`config.mk`:
```
export PLATFORM = sky130hd
export DESIGN_NAME = bowling_turn_timer
export DESIGN_NICKNAME = d
export VERILOG_FILES = /design/src/rtl/bowling_turn_timer_pkg.sv /design/src/rtl/bowling_turn_timer_tick_prescaler.sv /design/src/rtl/bowling_turn_timer.sv
export SDC_FILE = /design/constraint.sdc
export NUM_CORES = 1
export LEC_CHECK = 0
export CAP_MARGIN = 0
export CELL_PAD_IN_SITES_DETAIL_PLACEMENT = 2
export CELL_PAD_IN_SITES_GLOBAL_PLACEMENT = 2
export CORE_ASPECT_RATIO = 0.8
export CORE_MARGIN = 2
export CORE_UTILIZATION = 33
export CTS_CLUSTER_DIAMETER = 150
export CTS_CLUSTER_SIZE = 16
export DETAILED_ROUTE_END_ITERATION = 8
export PLACE_DENSITY_LB_ADDON = 0.12
export SLEW_MARGIN = 10
export SYNTH_ARGS = -nofsm -noshare
export SYNTH_HDL_FRONTEND = slang
export SYNTH_HIERARCHICAL = 1
export SYNTH_SLANG_ARGS = --single-unit
```
`constraint.sdc`:
```
create_clock -name CLOCK_50 -period 4.1 [get_ports CLOCK_50]
set_clock_uncertainty 0.2 [all_clocks]
set_input_delay 0.82 -clock CLOCK_50 [delete_from_list [all_inputs] [get_ports CLOCK_50]]
set_output_delay 0.82 -clock CLOCK_50 [all_outputs]
set_load 0.01 [all_outputs]
```
`src/rtl/bowling_turn_timer_pkg.sv`:
```
// Shared encodings for the bowling turn timer: FSM state codes and the 4-bit seconds/frame type.
// Pure definitions plus two small helpers; no logic or timing of its own.
package bowling_turn_timer_pkg;

   localparam int SECS_W = 4;

   typedef logic [SECS_W-1:0] secs_t;

   localparam logic [2:0] ST_IDLE  = 3'd0;
   localparam logic [2:0] ST_AIM   = 3'd1;
   localparam logic [2:0] ST_ROLL  = 3'd2;
   localparam logic [2:0] ST_SCORE = 3'd3;
   localparam logic [2:0] ST_DONE  = 3'd4;

   // Saturating decrement: the seconds readout never wraps below zero.
   function automatic secs_t secs_dec(input secs_t s);
      return (s == '0) ? '0 : s - secs_t'(1);
   endfunction

   function automatic logic is_timed_phase(input logic [2:0] st);
      return (st == ST_AIM) || (st == ST_ROLL) || (st == ST_SCORE);
   endfunction

endpackage

```
`src/rtl/bowling_turn_timer_tick_prescaler.sv`:
```
// One-second prescaler: down-counter that pulses tick combinationally while at zero and running.
// reload restarts a full second; run low freezes the count.
module tick_prescaler #(
   parameter int CLK_HZ = 50_000_000
) (
   input  logic CLOCK_50,
   input  logic reset,
   input  logic run,
   input  logic reload,
   output logic tick
);

   localparam int CW = (CLK_HZ > 1) ? $clog2(CLK_HZ) : 1;
   localparam logic [CW-1:0] RELOAD_VAL = CW'(CLK_HZ - 1);

   logic [CW-1:0] cnt_q;
   logic [CW-1:0] cnt_d;

   // tick must not depend on reload: reload is derived from the FSM, which consumes tick.
   assign tick = run && (cnt_q == '0);

   always_comb begin
      cnt_d = cnt_q;
      if (reload) begin
         cnt_d = RELOAD_VAL;
      end else if (run) begin
         cnt_d = (cnt_q == '0) ? RELOAD_VAL : cnt_q - CW'(1);
      end
   end

   always_ff @(posedge CLOCK_50 or posedge reset) begin
      if (reset) begin
         cnt_q <= RELOAD_VAL;
      end else begin
         cnt_q <= cnt_d;
      end
   end

endmodule

```
`src/rtl/bowling_turn_timer.sv`:
```
// Per-frame bowling turn sequencer: aim countdown, roll window, score hold, over FRAMES frames.
// All outputs registered; transitions and pulses appear one edge after the causing input or tick.
module bowling_turn_timer
   import bowling_turn_timer_pkg::*;
#(
   parameter int CLK_HZ     = 50_000_000,
   parameter int AIM_SECS   = 5,
   parameter int ROLL_SECS  = 3,
   parameter int SCORE_SECS = 2,
   parameter int FRAMES     = 10
) (
   input  logic       CLOCK_50,
   input  logic       reset,
   input  logic       start,
   input  logic       pause,
   input  logic       throw_det,
   output logic [2:0] state,
   output logic [3:0] secs_left,
   output logic [3:0] frame,
   output logic       tick,
   output logic       aim_timeout,
   output logic       frame_done,
   output logic       game_over
);

   localparam secs_t AIM_LEN   = secs_t'(AIM_SECS);
   localparam secs_t ROLL_LEN  = secs_t'(ROLL_SECS);
   localparam secs_t SCORE_LEN = secs_t'(SCORE_SECS);
   localparam secs_t LAST_FRM  = secs_t'(FRAMES);

   logic [2:0] state_q, state_d;
   secs_t      secs_q, secs_d;
   secs_t      frame_q, frame_d;
   logic       tick_q, tick_d;
   logic       aim_timeout_q, aim_timeout_d;
   logic       frame_done_q, frame_done_d;
   logic       game_over_q, game_over_d;

   logic       sec_tick;
   logic       presc_run;
   logic       presc_reload;
   logic       expiry;

   assign presc_run    = is_timed_phase(state_q) && !pause;
   assign presc_reload = (state_d != state_q);
   assign expiry       = sec_tick && (secs_q == secs_t'(1));

   tick_prescaler #(
      .CLK_HZ (CLK_HZ)
   ) u_prescaler (
      .CLOCK_50 (CLOCK_50),
      .reset    (reset),
      .run      (presc_run),
      .reload   (presc_reload),
      .tick     (sec_tick)
   );

   always_comb begin
      state_d       = state_q;
      secs_d        = secs_q;
      frame_d       = frame_q;
      tick_d        = sec_tick;
      aim_timeout_d = 1'b0;
      frame_done_d  = 1'b0;
      // While paused every input is dropped and nothing advances.
      if (!pause) begin
         case (state_q)
            ST_IDLE, ST_DONE: begin
               if (start) begin
                  state_d = ST_AIM;
                  frame_d = secs_t'(1);
                  secs_d  = AIM_LEN;
               end
            end
            ST_AIM: begin
               if (throw_det) begin
                  state_d = ST_ROLL;
                  secs_d  = ROLL_LEN;
               end else if (expiry) begin
                  state_d       = ST_ROLL;
                  secs_d        = ROLL_LEN;
                  aim_timeout_d = 1'b1;
               end else if (sec_tick) begin
                  secs_d = secs_dec(secs_q);
               end
            end
            ST_ROLL: begin
               if (expiry) begin
                  state_d = ST_SCORE;
                  secs_d  = SCORE_LEN;
               end else if (sec_tick) begin
                  secs_d = secs_dec(secs_q);
               end
            end
            ST_SCORE: begin
               if (expiry) begin
                  frame_done_d = 1'b1;
                  if (frame_q == LAST_FRM) begin
                     state_d = ST_DONE;
                     secs_d  = '0;
                  end else begin
                     state_d = ST_AIM;
                     secs_d  = AIM_LEN;
                     frame_d = frame_q + secs_t'(1);
                  end
               end else if (sec_tick) begin
                  secs_d = secs_dec(secs_q);
               end
            end
            default: begin
               state_d = ST_IDLE;
               secs_d  = '0;
               frame_d = '0;
            end
         endcase
      end
      game_over_d = (state_d == ST_DONE);
   end

   always_ff @(posedge CLOCK_50 or posedge reset) begin
      if (reset) begin
         state_q       <= ST_IDLE;
         secs_q        <= '0;
         frame_q       <= '0;
         tick_q        <= 1'b0;
         aim_timeout_q <= 1'b0;
         frame_done_q  <= 1'b0;
         game_over_q   <= 1'b0;
      end else begin
         state_q       <= state_d;
         secs_q        <= secs_d;
         frame_q       <= frame_d;
         tick_q        <= tick_d;
         aim_timeout_q <= aim_timeout_d;
         frame_done_q  <= frame_done_d;
         game_over_q   <= game_over_d;
      end
   end

   assign state       = state_q;
   assign secs_left   = secs_q;
   assign frame       = frame_q;
   assign tick        = tick_q;
   assign aim_timeout = aim_timeout_q;
   assign frame_done  = frame_done_q;
   assign game_over   = game_over_q;

endmodule

```
Word level (Yosys, flattened, before mapping)
Index checks and enable logic that the tools add are counted.

operators by class
  add/subtract/negate cells = 3
  bitwise operators = 2
  eq/ne operators = 11
  mux-type cells = 30
  reduce and logical (&&, ||, !) cells = 14

operators by type and width
  operator                                              count
  two-way mux 26 bit                                    3
  two-way mux 4 bit                                     10
  zero test 26 bit                                      1
  subtractor 26 x 1 -> 26 bit (second input constant)   1
  two-way mux 3 bit                                     8
  one-hot mux 4 bit (4 select lines)                    1
  one-hot mux 3 bit (4 select lines)                    1
  one-hot mux 4 bit (3 select lines)                    1
  equality test 3 x 2 -> 1 bit (second input constant)  2
  equality test 3 bit (second input constant)           2
  two-way mux 1 bit                                     6
  != test 2 bit (second input constant)                 3
  AND reduction 5 bit                                   1
  adder 4 x 1 -> 4 bit (second input constant)          1
  equality test 4 x 1 -> 1 bit (second input constant)  1
  equality test 4 bit (second input constant)           1
  zero test 4 bit                                       1
  OR reduction 2 bit                                    2
  subtractor 4 x 1 -> 4 bit (second input constant)     1
  equality test 3 x 1 -> 1 bit (second input constant)  1
  logical AND 1 bit                                     3
  zero test 3 bit                                       1
  != test 3 bit                                         1
  logical OR 1 bit                                      2
  other kinds (4)                                       5

word-level totals
  bits of input ports = 5
  word-level logic and storage cells = 68
  output and inout port bits = 15
  register bits after elaboration = 41

Logic depth before layout (Yosys ltp)
  depth after elaboration = 12
  mapped depth = 14
  mapped depth without buffers = 12

Cells and area by module
Netlist, hierarchy kept.

by module, submodules not included
  module              cells each  area each (um^2)  sequential area each (um^2)  instances
  tick_prescaler      155         1,477.7           673.1                        1
  bowling_turn_timer  103         973.4             375.4                        1

Worst setup path after synthesis
No wires, ideal clock.

  path type = input to register
  start = input port pause
  end = register u_prescaler.cnt_q[13]
  stages = 12
  slack = -406 ps
  data arrival time = 4,242 ps
  setup time = 64 ps
  cell sequence = nor3_1 > nand2_1 > nor3_1 > and4_1 > nand2_1 > or2_4 > o32ai_1 > o21ba_2 > clkbuf_1 > nand4_1 > or4_1 > nand3_1

between the ends
  cells in the longest elaborated chain, start to end = 10
  elaborated cells on any way between the ends = 13
  classes of those cells = 1 x eq/ne; 7 x mux; 5 x reduce/logical

RTL lines
  item                                                             line                                     text
  start: declaration                                               bowling_turn_timer.sv:15                 input logic pause,
  zero test 1 bit (*)                                              -
  logical AND 1 bit (*)                                            bowling_turn_timer.sv:44                 assign presc_run = is_timed_phase(state_q) && !pause;
  logical AND 1 bit (*)                                            bowling_turn_timer_tick_prescaler.sv:20  assign tick = run && (cnt_q == '0);
  named net sec_tick                                               bowling_turn_timer.sv:39                 logic sec_tick;
  logical AND 1 bit (*)                                            bowling_turn_timer.sv:46                 assign expiry = sec_tick && (secs_q == secs_t'(1));
  two-way mux 3 bit                                                bowling_turn_timer.sv:79                 end else if (expiry) begin
  two-way mux 3 bit                                                bowling_turn_timer.sv:76                 if (throw_det) begin
  one-hot mux 3 bit (4 select lines) (*)                           bowling_turn_timer.sv:67                 case (state_q)
  two-way mux 3 bit (*)                                            bowling_turn_timer.sv:66                 if (!pause) begin
  != test 3 bit (*)                                                bowling_turn_timer.sv:45                 assign presc_reload = (state_d != state_q);
  named net presc_reload                                           bowling_turn_timer.sv:41                 logic presc_reload;
  two-way mux 26 bit / nonzero test 2 bit (equally long branches)  -
  end signal: assignment                                           bowling_turn_timer_tick_prescaler.sv:35  cnt_q <= cnt_d;
  end: declaration                                                 bowling_turn_timer_tick_prescaler.sv:16  logic [CW-1:0] cnt_q;

Mark *: on every way through the listed nets, which the timed path passes. The rest lies on a longest branch.
A chain may end at the register's enable or synchronous reset.

Worst setup path in the final report
  start = input port pause
  end = register u_prescaler.cnt_q[18]

between the ends
  cells in the longest elaborated chain, start to end = 10
  elaborated cells on any way between the ends = 13
  classes of those cells = 1 x eq/ne; 7 x mux; 5 x reduce/logical

RTL lines
  item                                                             line                                     text
  zero test 1 bit (*)                                              -
  logical AND 1 bit (*)                                            bowling_turn_timer.sv:44
  named net presc_run                                              bowling_turn_timer.sv:40                 logic presc_run;
  logical AND 1 bit (*)                                            bowling_turn_timer_tick_prescaler.sv:20
  named net sec_tick                                               bowling_turn_timer.sv:39
  logical AND 1 bit (*)                                            bowling_turn_timer.sv:46
  two-way mux 3 bit                                                bowling_turn_timer.sv:79
  two-way mux 3 bit                                                bowling_turn_timer.sv:76
  one-hot mux 3 bit (4 select lines) (*)                           bowling_turn_timer.sv:67
  two-way mux 3 bit (*)                                            bowling_turn_timer.sv:66
  != test 3 bit (*)                                                bowling_turn_timer.sv:45
  named net presc_reload                                           bowling_turn_timer.sv:41
  two-way mux 26 bit / nonzero test 2 bit (equally long branches)  -

Marked as above.

==> load_flow_metrics.sql <==
INSERT INTO impl_metrics (metric_group, metric, value, unit) VALUES
('sta', 'worst_margin_pin_slew', '0.993', 'ns'),
('power', 'cell_internal_pwr', '0.821', 'mW'),
('flow_run', 'max_cap_violations', '0', ''),
('synthesis', 'synthesis.area_per_instance', '9.50', 'um^2'),
('synthesis', 'synth_edf_count', '0', ''),
('placement', 'place.port_buffers', '19', ''),
('die', 'dieHeight', '81.1', 'um'),
('finish', 'layout.area.seq', '1050', 'um^2'),
('finish', 'nets', '297', ''),
('sta', 'finalHoldViolCount', '0', ''),
('global_routing', 'grt_overflow', '0', ''),
('placement', 'dpl_wire_length', '5430', 'um'),
('power', 'p_leak', '1.16', 'nW'),
('synthesis', 'syn_inst', '258', ''),
('sta', 'finalSetupViolations', '0', ''),
('synthesis', 'ys_warn_count', '6', ''),
('setup_path', 'crit_fanout', '7', ''),
('setup_path', 'setup.reg_to_reg.worst_slack', '0.23', 'ns'),
('global_routing', 'globalRouteTotalUtil', '19.5', '%'),
('setup_path', 'required_time_of_the_worst_setup_path', '4.07', 'ns'),
('finish', 'fillers', '812', ''),
('finish', 'area_growth_synth_to_finish', '20.9', '%'),
('power', 'clkPwrFrac', '28.3', '%'),
('drt', 'drt_iter0_markers', '80', ''),
('die', 'starting_utilization_of_the_core_area', '33.6', '%'),
('cts', 'postCtsHoldBufs', '0', ''),
('synthesis', 'yosys_register_bits', '41', ''),
('power', 'pwr-share-comb', '29.5', '%'),
('sta', 'rsz0062_at_grt', 'no', ''),
('finish', 'final_layout_size_suffix_gt1_share', '19.7', '%'),
('drt', 'drc', '0', ''),
('drt', 'postRouteAntennaNets', '0', ''),
('global_routing', 'largest_net_degree_at_the_start_of_global_routing', '20', ''),
('power', 'power-per-cell-area', '415', 'nW/um^2'),
('cts', 'post_cts_resized', '0', ''),
('drt', 'via_count', '2208', ''),
('die', 'fp-row-count', '28', ''),
('synthesis', 'synth_area', '2450', 'um^2'),
('sta', 'maxSlewViolCount', '0', ''),
('sta', 'timing.final.crit_period', '3.89', 'ns'),
('die', 'boundaryPins', '20', ''),
('finish', 'antenna_cells_inserted', '0', ''),
('synthesis', 'synth-seq-area-share', '42.8', '%'),
('outcome', 'result_of_the_run', 'complete, no violations', ''),
('placement', 'place_congestion', '0.757', ''),
('cts', 'clock_latency', '0.30', 'ns'),
('synthesis', 'synth_cell_type_count', '63', ''),
('drt', 'route.detailed.vias_per_inst', '5.81', ''),
('setup_path', 'ws_path_type', 'input pin to flop', ''),
('setup_path', 'arrival', '3.85', 'ns'),
('drt', 'drt-wirelength-per-cell', '19.8', 'um'),
('cts', 'numClockSinks', '41', ''),
('sta', 'fin_tns_setup', '0', 'ns'),
('cts', 'post_cts_setup_buffer_count', '0', ''),
('sta', 'fmaxAchievable', '0.257', 'GHz'),
('synthesis', 'asyncSetResetFlopFracSynth', '100', '%'),
('power', 'max-vdd-ir-drop', '0.000244', 'V'),
('power', 'switching_share', '33.3', '%'),
('finish', 'multi_input_gate_area', '1300', 'um^2'),
('cts', 'cts_tree', 'done', ''),
('setup_path', 'setup_crit_end_kind', 'flop', ''),
('synthesis', 'postSynthNetCount', '266', ''),
('drt', 'drt-total-wl', '7510', 'um'),
('worst_hold_path', 'hp-class', 'flop to flop', ''),
('finish', 'post_layout_nonfiller_instances', '380', ''),
('drt', 'drt_pre_antenna_iters', '4', ''),
('global_routing', 'initial_antenna_violation_count', '0', ''),
('power', 'power_frac_seq', '42.2', '%'),
('global_routing', 'grt_first_pass_wirelength', '12200', 'um'),
('sta', 'max_slew_margin', '33.2', '%'),
('die', 'die_w', '100', 'um'),
('power', 'net_switching_component_of_the_power', '0.409', 'mW'),
('setup_path', 'cp-start-kind', 'input pin', ''),
('die', 'die_area', '8140', 'um^2'),
('synthesis', 'postSynth.topFlopCell', 'sky130_fd_sc_hd__dfrtp_1', ''),
('cts', 'cts-root-buf', 'sky130_fd_sc_hd__clkbuf_8', ''),
('sta', 'timing.final.crit_share', '94.8', '%'),
('cts', 'cts_max_level', '2', ''),
('cts', 'tritoncts.num_buffers', '5', ''),
('global_routing', 'first_global_vias', '2208', ''),
('cts', 'clk_pin_slew_worst_paths', '0.08', 'ns'),
('cts', 'clk_path_buf_depth', '2', ''),
('die', 'placeable_area', '7290', 'um^2'),
('placement', 'post-place-cells', '372', '');
==> path summary, 6_finish.rpt <==
check / from / end / depth (start not counted)
setup / recovery: pause / u_prescaler/cnt_q[18]$_DFFE_PP0P_ / 13
hold / removal: u_prescaler/cnt_q[2]$_DFFE_PP1P_ / u_prescaler/cnt_q[2]$_DFFE_PP1P_ / 2
setup reg to reg: u_prescaler/cnt_q[11]$_DFFE_PP0P_ / u_prescaler/cnt_q[18]$_DFFE_PP0P_ / 11
hold reg to reg: u_prescaler/cnt_q[2]$_DFFE_PP1P_ / u_prescaler/cnt_q[2]$_DFFE_PP1P_ / 2
max in group asynchronous: reset / u_prescaler/cnt_q[12]$_DFFE_PP1P_ / 3
min in group asynchronous: reset / frame[2]$_DFFE_PP0P_ / 2
==> per-stage QoR <==
stage	total power, mW	setup slack, ns	utilization (%)	area, um^2	hold WS (ns)
floorplan	0.744	0.00853	-	2460	0.275
CTS	1.25	0.272	40.7	2960	0.318
detailed placement	0.888	-0.00965	39.1	2850	0.309
global route	1.31	0.00603	40.7	2960	0.347
finish	1.23	0.212	40.7	2960	0.314
global placement	0.879	0.124	39.1	2850	0.297
==> kinds of logic after synthesis <==
kind of cell / share of synthesized area, %
adders and majority gates: 1.53
buffers and inverters: 4.54
xor gates and xnor gates: 2.86
AOI/OAI and AO/OA: 17.8
and+or+nand+nor: 28.6
DFF: 42.8
muxes: 1.89
==> flip-flops by register name, indices dropped and copies added, names as in the netlist <==
register / cells
secs_left: 4
frame: 4
frame_done: 1
state: 3
u_prescaler/cnt_q: 26
aim_timeout: 1
game_over: 1
tick: 1
==> critical path, cell delays in order <==
cell                              delay [ns]
sky130_fd_sc_hd__clkdlybuf4s50_1        0.44
sky130_fd_sc_hd__nor3_2                 0.23
sky130_fd_sc_hd__nand2_1                0.11
sky130_fd_sc_hd__nor3_1                 0.19
sky130_fd_sc_hd__and4_1                 0.25
sky130_fd_sc_hd__nand2_1                0.09
sky130_fd_sc_hd__or2_4                  0.25
sky130_fd_sc_hd__o32ai_2                0.28
sky130_fd_sc_hd__o21ba_2                0.23
sky130_fd_sc_hd__nand4b_1               0.31
sky130_fd_sc_hd__buf_4                  0.29
sky130_fd_sc_hd__o41ai_1                0.24
sky130_fd_sc_hd__a21oi_1                0.11
==> cell usage after synthesis (all sizes together), types with 3 or more instances <==
cell	instances	area, um^2
clkbuf	11	41.3
nand3b	5	37.5
nor3	12	71.3
a31oi	6	37.5
xor2	7	61.3
dfstp	18	473
o31ai	12	90.1
dfrtp	23	576
or2	4	27.5
and2	3	18.8
nand2	13	48.8
or3	9	56.3
buf	3	21.3
ha	3	37.5
or4	13	97.6
a21oi	6	30.0
nor2b	3	18.8
a211o	3	26.3
inv	13	48.8
o21ai	7	35.0
a211oi	3	22.5
nor2	13	48.8
nand3	14	70.1
nor4	9	77.6
nand2b	5	31.3
==> power groups by stage <==
| stage | clock, mW | sequential (mW) | combinational [mW] |
|---|---|---|---|
| 6_report | 0.349 | 0.519 | 0.363 |
| 5_1_grt | 0.379 | 0.529 | 0.398 |
| 4_1_cts | 0.363 | 0.521 | 0.363 |
| 3_5_place_dp | 0 | 0.528 | 0.361 |
| 3_3_place_gp | 0 | 0.526 | 0.353 |
| 2_1_floorplan | 0 | 0.522 | 0.221 |
==> metal layers <==
metal | part of all wire [%] | global-route usage (%) | vias to the layer above | wire length (um)
li1 | - | - | 1040 | -
met1 | 53 | 30.2 | 1137 | 4010
met2 | 43 | 28.1 | 29 | 3250
met3 | 2.8 | 3.36 | 2 | 209
met4 | 0.53 | 4.11 | 0 | 40
met5 | 0 | 0 | - | 0
==> layout by cell type (no fill, tap or decap), types with 3 or more instances in the layout <==
cell type                         instances
sky130_fd_sc_hd__a211o_1                  3
sky130_fd_sc_hd__a211oi_1                 3
sky130_fd_sc_hd__a21oi_1                  6
sky130_fd_sc_hd__a31oi_1                  6
sky130_fd_sc_hd__and2_1                   3
sky130_fd_sc_hd__buf_4                   19
sky130_fd_sc_hd__clkbuf_8                 6
sky130_fd_sc_hd__clkdlybuf4s50_1         19
sky130_fd_sc_hd__dfrtp_1                 23
sky130_fd_sc_hd__dfstp_2                 18
sky130_fd_sc_hd__ha_1                     3
sky130_fd_sc_hd__inv_1                   13
sky130_fd_sc_hd__nand2_1                 13
sky130_fd_sc_hd__nand2b_1                 5
sky130_fd_sc_hd__nand3_1                 14
sky130_fd_sc_hd__nand3b_1                 5
sky130_fd_sc_hd__nor2_1                  13
sky130_fd_sc_hd__nor2b_1                  3
sky130_fd_sc_hd__nor3_1                  10
sky130_fd_sc_hd__nor4_1                   7
sky130_fd_sc_hd__o21ai_0                  7
sky130_fd_sc_hd__o31ai_1                 12
sky130_fd_sc_hd__or3_1                    9
sky130_fd_sc_hd__or4_1                   13
sky130_fd_sc_hd__xor2_1                   7
==> area by class of cell <==
class	count	area share, %
multi-input combinational	190	44.0
sequential	41	35.4
timing repair buffer	38	11.2
tap	90	3.80
clock buffer	7	2.91
inverter	13	1.65
clock inverter	1	1.01
No activity file was read; power rests on OpenSTA's default activity.
